**config.mk**
```make
export PLATFORM = sky130hd
export DESIGN_NAME = ps2_rx_sequencer_flat
export DESIGN_NICKNAME = d
export VERILOG_FILES = /design/src/rtl/ps2_rx_sequencer_if.sv /design/src/rtl/ps2_rx_sequencer.sv /design/src/flat_wrapper.sv
export SDC_FILE = /design/constraint.sdc
export NUM_CORES = 1
export LEC_CHECK = 0
export ABC_CLOCK_PERIOD_IN_PS = 2850
export CORE_MARGIN = 1.5
export CORE_UTILIZATION = 55
export CTS_CLUSTER_SIZE = 25
export DETAILED_ROUTE_END_ITERATION = 10
export HOLD_SLACK_MARGIN = 0.03
export PLACE_DENSITY_LB_ADDON = 0.2
export SETUP_SLACK_MARGIN = 0.3
export SLEW_MARGIN = 20
export SYNTH_ARGS = -nofsm -noshare
export SYNTH_HDL_FRONTEND = slang
export SYNTH_SLANG_ARGS = --single-unit
```
**constraint.sdc**
```tcl
create_clock -name clk -period 2.85 [get_ports clk]
set_input_delay 0.57 -clock clk [delete_from_list [all_inputs] [get_ports clk]]
set_output_delay 0.57 -clock clk [all_outputs]
set_load 0.03 [all_outputs]
```
**src/rtl/ps2_rx_sequencer_if.sv**
```systemverilog
// ps2_rx_sequencer_if: PS/2 pin inputs plus byte-stream handshake between receiver and consumer.
//  ps2_clk, ps2_data  raw PS/2 pins (asynchronous)
//  rx_ready           consumer accepts rx_data this cycle
//  rx_data, rx_valid  FIFO head byte and not-empty flag
//  frame_err          1-cycle pulse on parity, stop or timeout error
//  overflow           1-cycle pulse when a good byte is dropped on a full FIFO
//  busy               frame in progress
interface ps2_rx_sequencer_if;
    logic       ps2_clk;
    logic       ps2_data;
    logic       rx_ready;
    logic [7:0] rx_data;
    logic       rx_valid;
    logic       frame_err;
    logic       overflow;
    logic       busy;
    modport master (input ps2_clk, ps2_data, rx_ready, output rx_data, rx_valid, frame_err, overflow, busy);
    modport slave (output ps2_clk, ps2_data, rx_ready, input rx_data, rx_valid, frame_err, overflow, busy);
endinterface

```
**src/rtl/ps2_rx_sequencer.sv**
```systemverilog
// ps2_rx_sequencer: PS/2 host receiver with frame checking, stall timeout and byte FIFO.
//  clk    system clock, all logic on posedge
//  reset  asynchronous active-high reset
//  bus    ps2_rx_sequencer_if.master: PS/2 pins in, rx_data/rx_valid/rx_ready stream out,
//         frame_err/overflow pulses and busy status
module ps2_rx_sequencer #(
    parameter int SYNC_STAGES    = 2,
    parameter int TIMEOUT_CYCLES = 5000,
    parameter int FIFO_DEPTH     = 4
) (
    input logic               clk,
    input logic               reset,
    ps2_rx_sequencer_if.master bus
);
    localparam int AW = $clog2(FIFO_DEPTH);
    localparam int TW = $clog2(TIMEOUT_CYCLES + 1);

    typedef enum logic [1:0] {IDLE, DATA, PARITY, STOP} state_t;

    state_t                 state;
    logic [SYNC_STAGES-1:0] clk_sync, data_sync;
    logic                   clk_prev;
    logic [2:0]             bitcnt;
    logic [7:0]             shreg;
    logic                   par;
    logic [TW-1:0]          tcnt;
    logic                   err_q, ovf_q;
    logic [7:0]             mem [FIFO_DEPTH];
    logic [AW-1:0]          wr_ptr, rd_ptr;
    logic [AW:0]            count;
    logic                   strobe, bit_in, stop_strobe, good, timeout, full, pop, push, rx_valid;

    assign strobe      = clk_prev & ~clk_sync[SYNC_STAGES-1];
    assign bit_in      = data_sync[SYNC_STAGES-1];
    assign stop_strobe = strobe && state == STOP;
    // Odd parity: data bits plus parity bit must contain an odd number of ones.
    assign good        = bit_in & (^shreg ^ par);
    // A strobe arriving in the same cycle wins over the timeout.
    assign timeout     = state != IDLE && !strobe && tcnt == TW'(TIMEOUT_CYCLES);
    assign rx_valid    = count != 0;
    assign full        = count == (AW+1)'(FIFO_DEPTH);
    assign pop         = rx_valid && bus.rx_ready;
    assign push        = stop_strobe && good && (!full || pop);

    assign bus.rx_valid  = rx_valid;
    assign bus.rx_data   = rx_valid ? mem[rd_ptr] : 8'h00;
    assign bus.frame_err = err_q;
    assign bus.overflow  = ovf_q;
    assign bus.busy      = state != IDLE;

    // Synchronizers and edge history reset high so reset release never looks like a falling edge.
    always_ff @(posedge clk or posedge reset) begin
        if (reset) begin
            clk_sync  <= '1;
            data_sync <= '1;
            clk_prev  <= 1'b1;
        end else begin
            clk_sync  <= {clk_sync[SYNC_STAGES-2:0], bus.ps2_clk};
            data_sync <= {data_sync[SYNC_STAGES-2:0], bus.ps2_data};
            clk_prev  <= clk_sync[SYNC_STAGES-1];
        end
    end

    always_ff @(posedge clk or posedge reset) begin
        if (reset) begin
            state  <= IDLE;
            bitcnt <= '0;
            shreg  <= '0;
            par    <= 1'b0;
            tcnt   <= '0;
            err_q  <= 1'b0;
            ovf_q  <= 1'b0;
        end else begin
            err_q <= (stop_strobe && !good) || timeout;
            ovf_q <= stop_strobe && good && full && !pop;
            tcnt  <= (strobe || state == IDLE) ? '0 : tcnt + 1'b1;
            if (timeout)
                state <= IDLE;
            else if (strobe)
                case (state)
                    IDLE: if (!bit_in) begin
                        state  <= DATA;
                        bitcnt <= '0;
                    end
                    DATA: begin
                        shreg[bitcnt] <= bit_in;
                        bitcnt        <= bitcnt + 3'd1;
                        if (bitcnt == 3'd7) state <= PARITY;
                    end
                    PARITY: begin
                        par   <= bit_in;
                        state <= STOP;
                    end
                    STOP: state <= IDLE;
                endcase
        end
    end

    always_ff @(posedge clk or posedge reset) begin
        if (reset) begin
            wr_ptr <= '0;
            rd_ptr <= '0;
            count  <= '0;
        end else begin
            if (push) wr_ptr <= wr_ptr + 1'b1;
            if (pop) rd_ptr <= rd_ptr + 1'b1;
            if (push && !pop) count <= count + 1'b1;
            else if (pop && !push) count <= count - 1'b1;
        end
    end

    always_ff @(posedge clk) begin
        if (push) mem[wr_ptr] <= shreg;
    end
endmodule
```
**src/flat_wrapper.sv**
```systemverilog
// flat-port wrapper written by rule: the top's interface ports become plain ports
module ps2_rx_sequencer_flat 
#(
    parameter int SYNC_STAGES    = 2,
    parameter int TIMEOUT_CYCLES = 5000,
    parameter int FIFO_DEPTH     = 4
)
  (clk, reset, bus_ps2_clk, bus_ps2_data, bus_rx_ready, bus_rx_data, bus_rx_valid, bus_frame_err, bus_overflow, bus_busy);
  ps2_rx_sequencer_if bus_i ();
  input logic clk;
  input logic reset;
  input wire logic [$bits(bus_i.ps2_clk)-1:0] bus_ps2_clk;
  input wire logic [$bits(bus_i.ps2_data)-1:0] bus_ps2_data;
  input wire logic [$bits(bus_i.rx_ready)-1:0] bus_rx_ready;
  output wire logic [$bits(bus_i.rx_data)-1:0] bus_rx_data;
  output wire logic [$bits(bus_i.rx_valid)-1:0] bus_rx_valid;
  output wire logic [$bits(bus_i.frame_err)-1:0] bus_frame_err;
  output wire logic [$bits(bus_i.overflow)-1:0] bus_overflow;
  output wire logic [$bits(bus_i.busy)-1:0] bus_busy;
  assign bus_i.ps2_clk = bus_ps2_clk;
  assign bus_i.ps2_data = bus_ps2_data;
  assign bus_i.rx_ready = bus_rx_ready;
  assign bus_rx_data = bus_i.rx_data;
  assign bus_rx_valid = bus_i.rx_valid;
  assign bus_frame_err = bus_i.frame_err;
  assign bus_overflow = bus_i.overflow;
  assign bus_busy = bus_i.busy;
  ps2_rx_sequencer #(.SYNC_STAGES(SYNC_STAGES), .TIMEOUT_CYCLES(TIMEOUT_CYCLES), .FIFO_DEPTH(FIFO_DEPTH)) u_core (.clk(clk), .reset(reset), .bus(bus_i));
endmodule
```
==> key figures <==
CTS
  – Clock Path Buffers: 2
  – Num CTS Buffers: 9
  – H-tree levels: 3
  – CTS tree: yes
  – Worst-path clk slew: ~80 ps
  – Clk root buf: clkbuf_8
  – Clock latency on the worst-skew pair: 340 ps
  – TritonCTS sink count: 73

Die
  – DIE HEIGHT: between 80 and 90 um
  – Die X-Extent: 81.0 um
  – Initial cell density of the core: 56.9%
  – FP Rows: 28
  – Core footprint: between 5000 and 6000 um^2
  – Ports placed on the boundary: 17
  – Die Footprint: roughly 6600 um^2

Power
  – Int Power: 2460 uW
  – Pwr dens: 949 nW/um^2
  – IR drop worst, VDD: 0.567 mV
  – Total power: approximately 3700 uW
  – Leakage: about 0.0016 uW
  – Flop pwr share: 40.7%
  – Switching share of power: 32.7%
  – Gate power share: around 33%
  – Psw: 1190 uW
  – Clock share of power: about a quarter

Placed design
  – Area after DPL: 3590 um^2
  – I/O Buffers: 16
  – Routability cong.: 0.726
  – Post-DP HPWL: 3560 um

Synth
  – Yosys top cell area share: approximately 29%
  – Post-synthesis mux area share: 10.1%
  – Syn avg cell area: 13.9 um^2
  – Post-synthesis compound-gate area fraction: 3.55%
  – #FFs+latches synth: 73
  – Yosys Warn Count: 0
  – Cell taking the most area after synthesis: edfxtp_1
  – Gate Count Post-Synth: 241
  – Most used flip-flop cell after synthesis: dfrtp_1
  – Post-synth EDFFs: 32
  – Yosys cell types: 47
  – Adder-Cell Fraction of Synth Area: 5.83%
  – Post-synthesis sequential area ratio: 59.6%
  – Post-Synth Simple-Gate Area: 12.6%
  – Most frequent cell after synthesis: dfrtp_1
  – Largest family of logic cells by synthesized area: simple AND/OR/NAND/NOR gates
  – Syn Nets: 261
  – Asr flop ratio synth: 56.2%
  – Area contributors post-synth: edfxtp_1 (29%), dfrtp_1 (27%), mux4_2 (5.4%), ha_1 (5.2%), dfstp_2 (3.9%)
  – Most frequent cells after synthesis: dfrtp_1 (36), edfxtp_1 (32), ha_1 (14)
  – Xor and xnor area share after synthesis: 6.06%
  – Mapped cell area: 3350 um^2

Critical path
  – WS Path Type: reg -> out
  – Max stage delay on crit path: 520 ps
  – Worst reg2reg startpoint: u_core.shreg[0]
  – Worst path slowest cell: mux4_2
  – Worst EP required: 2280 ps
  – Critical Path End Type: primary output
  – Critical path launch point type: flop
  – Crit-path cells: buf_6, mux4_2, and2_1, dlygate4sd2_1
  – Worst-path maximum fanout: 10
  – Critical Path AT: 1900 ps
  – Setup crit start: u_core.rd_ptr[0]

Route
  – Routed Antenna Nets: 0
  – Via density: 5.53
  – WL per Instance: 15.4 um
  – DR vias: 1902
  – Overall routed net length: ~5300 um
  – DRC: 0
  – DR iter-0 viols: 49
  – Drt first pass iters: 4

STA
  – Slew Limit Fails: 0
  – Period minus WS final: 2470 ps
  – Ratio of final minimum period to clock period: roughly 87%
  – Setup_tns: 0 ps
  – RSZ-0062 raised after global routing: no
  – Skew final: 8.33 ps
  – Max transition margin: between 60% and 70%
  – Actual slew at the worst max-slew pin: 526 ps
  – Final hold vios: 0
  – Max Clock Freq: 405 MHz
  – Final setup viols: 0

Global route
  – Initial antenna violation count: 0
  – Global Route Usage Sum: between 15 and 20%
  – Global-route wire length before repair: 9250 um
  – Global route overflow: 0
  – Largest net degree at the start of global routing: 42
  – Vias in the first global route: 1975

Layout
  – Fraction of layout cells with a size suffix above 1: approximately a fifth
  – # diodes: 0
  – Finished Cell Area: 3850 um^2
  – Area added between synthesis and finish: 15.0%
  – Nets@finish: 284

Min path
  – Worst Hold Class: reg -> reg
  – Worst Hold Launch: u_core.clk_sync[0]

Run status
  – Status: finished, final reports clean

Flow run
  – MaxCap Viol Count: 0
final cells by class:
class | count | area [um^2]
clock buffer | 9 | 124
clock inverter | 7 | 118
fill | 462 | 2040
inverter | 13 | 48.8
multi-input combinational | 147 | 1290
sequential | 73 | 2000
tap | 75 | 93.8
timing repair buffer | 20 | 179
state kept, by name (all words and copies together) (netlist names), 3 cells and up:
register,flops
u_core.bitcnt,3
u_core.count,3
u_core.mem,32
u_core.shreg,8
u_core.tcnt,13
path summary, 6_finish.rpt:
kind	endpoint	slack [ps]	cells past startpoint
max	bus_rx_data[5]	380	4
min	u_core.clk_sync[1]	360	0
max reg2reg	u_core.count[2]	400	9
min reg2reg	u_core.clk_sync[1]	360	0
max in group asynchronous	u_core.shreg[1]	1810	3
min in group asynchronous	u_core.tcnt[9]	640	3
power by group through the flow:
| stage | clock [uW] | combinational (uW) | sequential, uW |
|---|---|---|---|
| CTS | 979 | 1170 | 1480 |
| detailed placement | 0 | 1210 | 1500 |
| finish | 962 | 1200 | 1490 |
| global route | 1020 | 1320 | 1520 |
| global placement | 0 | 1180 | 1490 |
| floorplan | 0 | 940 | 1410 |
critical path: cells and delay by family, from the launching register on:
family,cells,cell delay [ps]
buf+inv,2,530
flops,1,340
mux,1,520
simple gates,1,160
cell usage in the layout (no fill, tap or decap), drive strengths merged, types with 2 or more instances in the layout:
cell           Yosys  final
bufinv             0      3
buf                2      4
mux2i              2      2
xnor2             13     13
mux4               8      8
dfrtp             36     36
or3                4      4
a21oi              5      5
xnor3              2      2
xor2               5      5
and3               3      3
nor2              13     13
inv               13     14
a32o               2      2
nand4              2      2
ha                14     14
clkbuf             6     11
nand3              7      7
and2              12     12
edfxtp            32     32
dfstp              5      5
clkdlybuf4s50      0      6
dlygate4sd2        0      6
nor3               5      5
o21ai              5      5
nand4b             2      2
clkinvlp           0      2
nor3b              3      3
mux2              11     11
nand2             11     11
nand3b             2      2
timing repair:
item / CTS / global route
hold buffers: 0 / 0
gates resized for setup: 10 / 11
pin swaps: 0 / 2
setup endpoints to repair: 10 / 11
setup buffers: 0 / 1
endpoints found under the hold margin: 0 / 0
cell families (layout without fill, tap and decap cells):
group           Yosys count  after routing
xor+xnor                 20             20
mux                      21             21
buf+inv                  21             49
flops                    73             73
fa+ha+maj                15             15
simple gates             73             73
compound gates           18             18
metrics by stage:
| step | instances | utilization, % | setup WS (ps) | hold slack [ps] |
|---|---|---|---|---|
| global route | 344 | 65.4 | 302 | 366 |
| detailed placement | 327 | 61.0 | 21.3 | 349 |
| finish | 344 | 65.4 | 382 | 358 |
| global placement | 327 | 61.0 | 114 | 346 |
| floorplan | 241 | - | 417 | 345 |
| CTS | 343 | 65.0 | 311 | 360 |
per-layer routing:
layer | global-route usage [%] | vias to the layer above | share of wire (%)
li1 | - | 917 | -
met1 | 23.4 | 950 | 46
met2 | 32.4 | 25 | 49
met3 | 3.71 | 10 | 2.4
met4 | 11.2 | 0 | 2.4
met5 | 0 | - | 0
(Power assumes the default switching activity.)
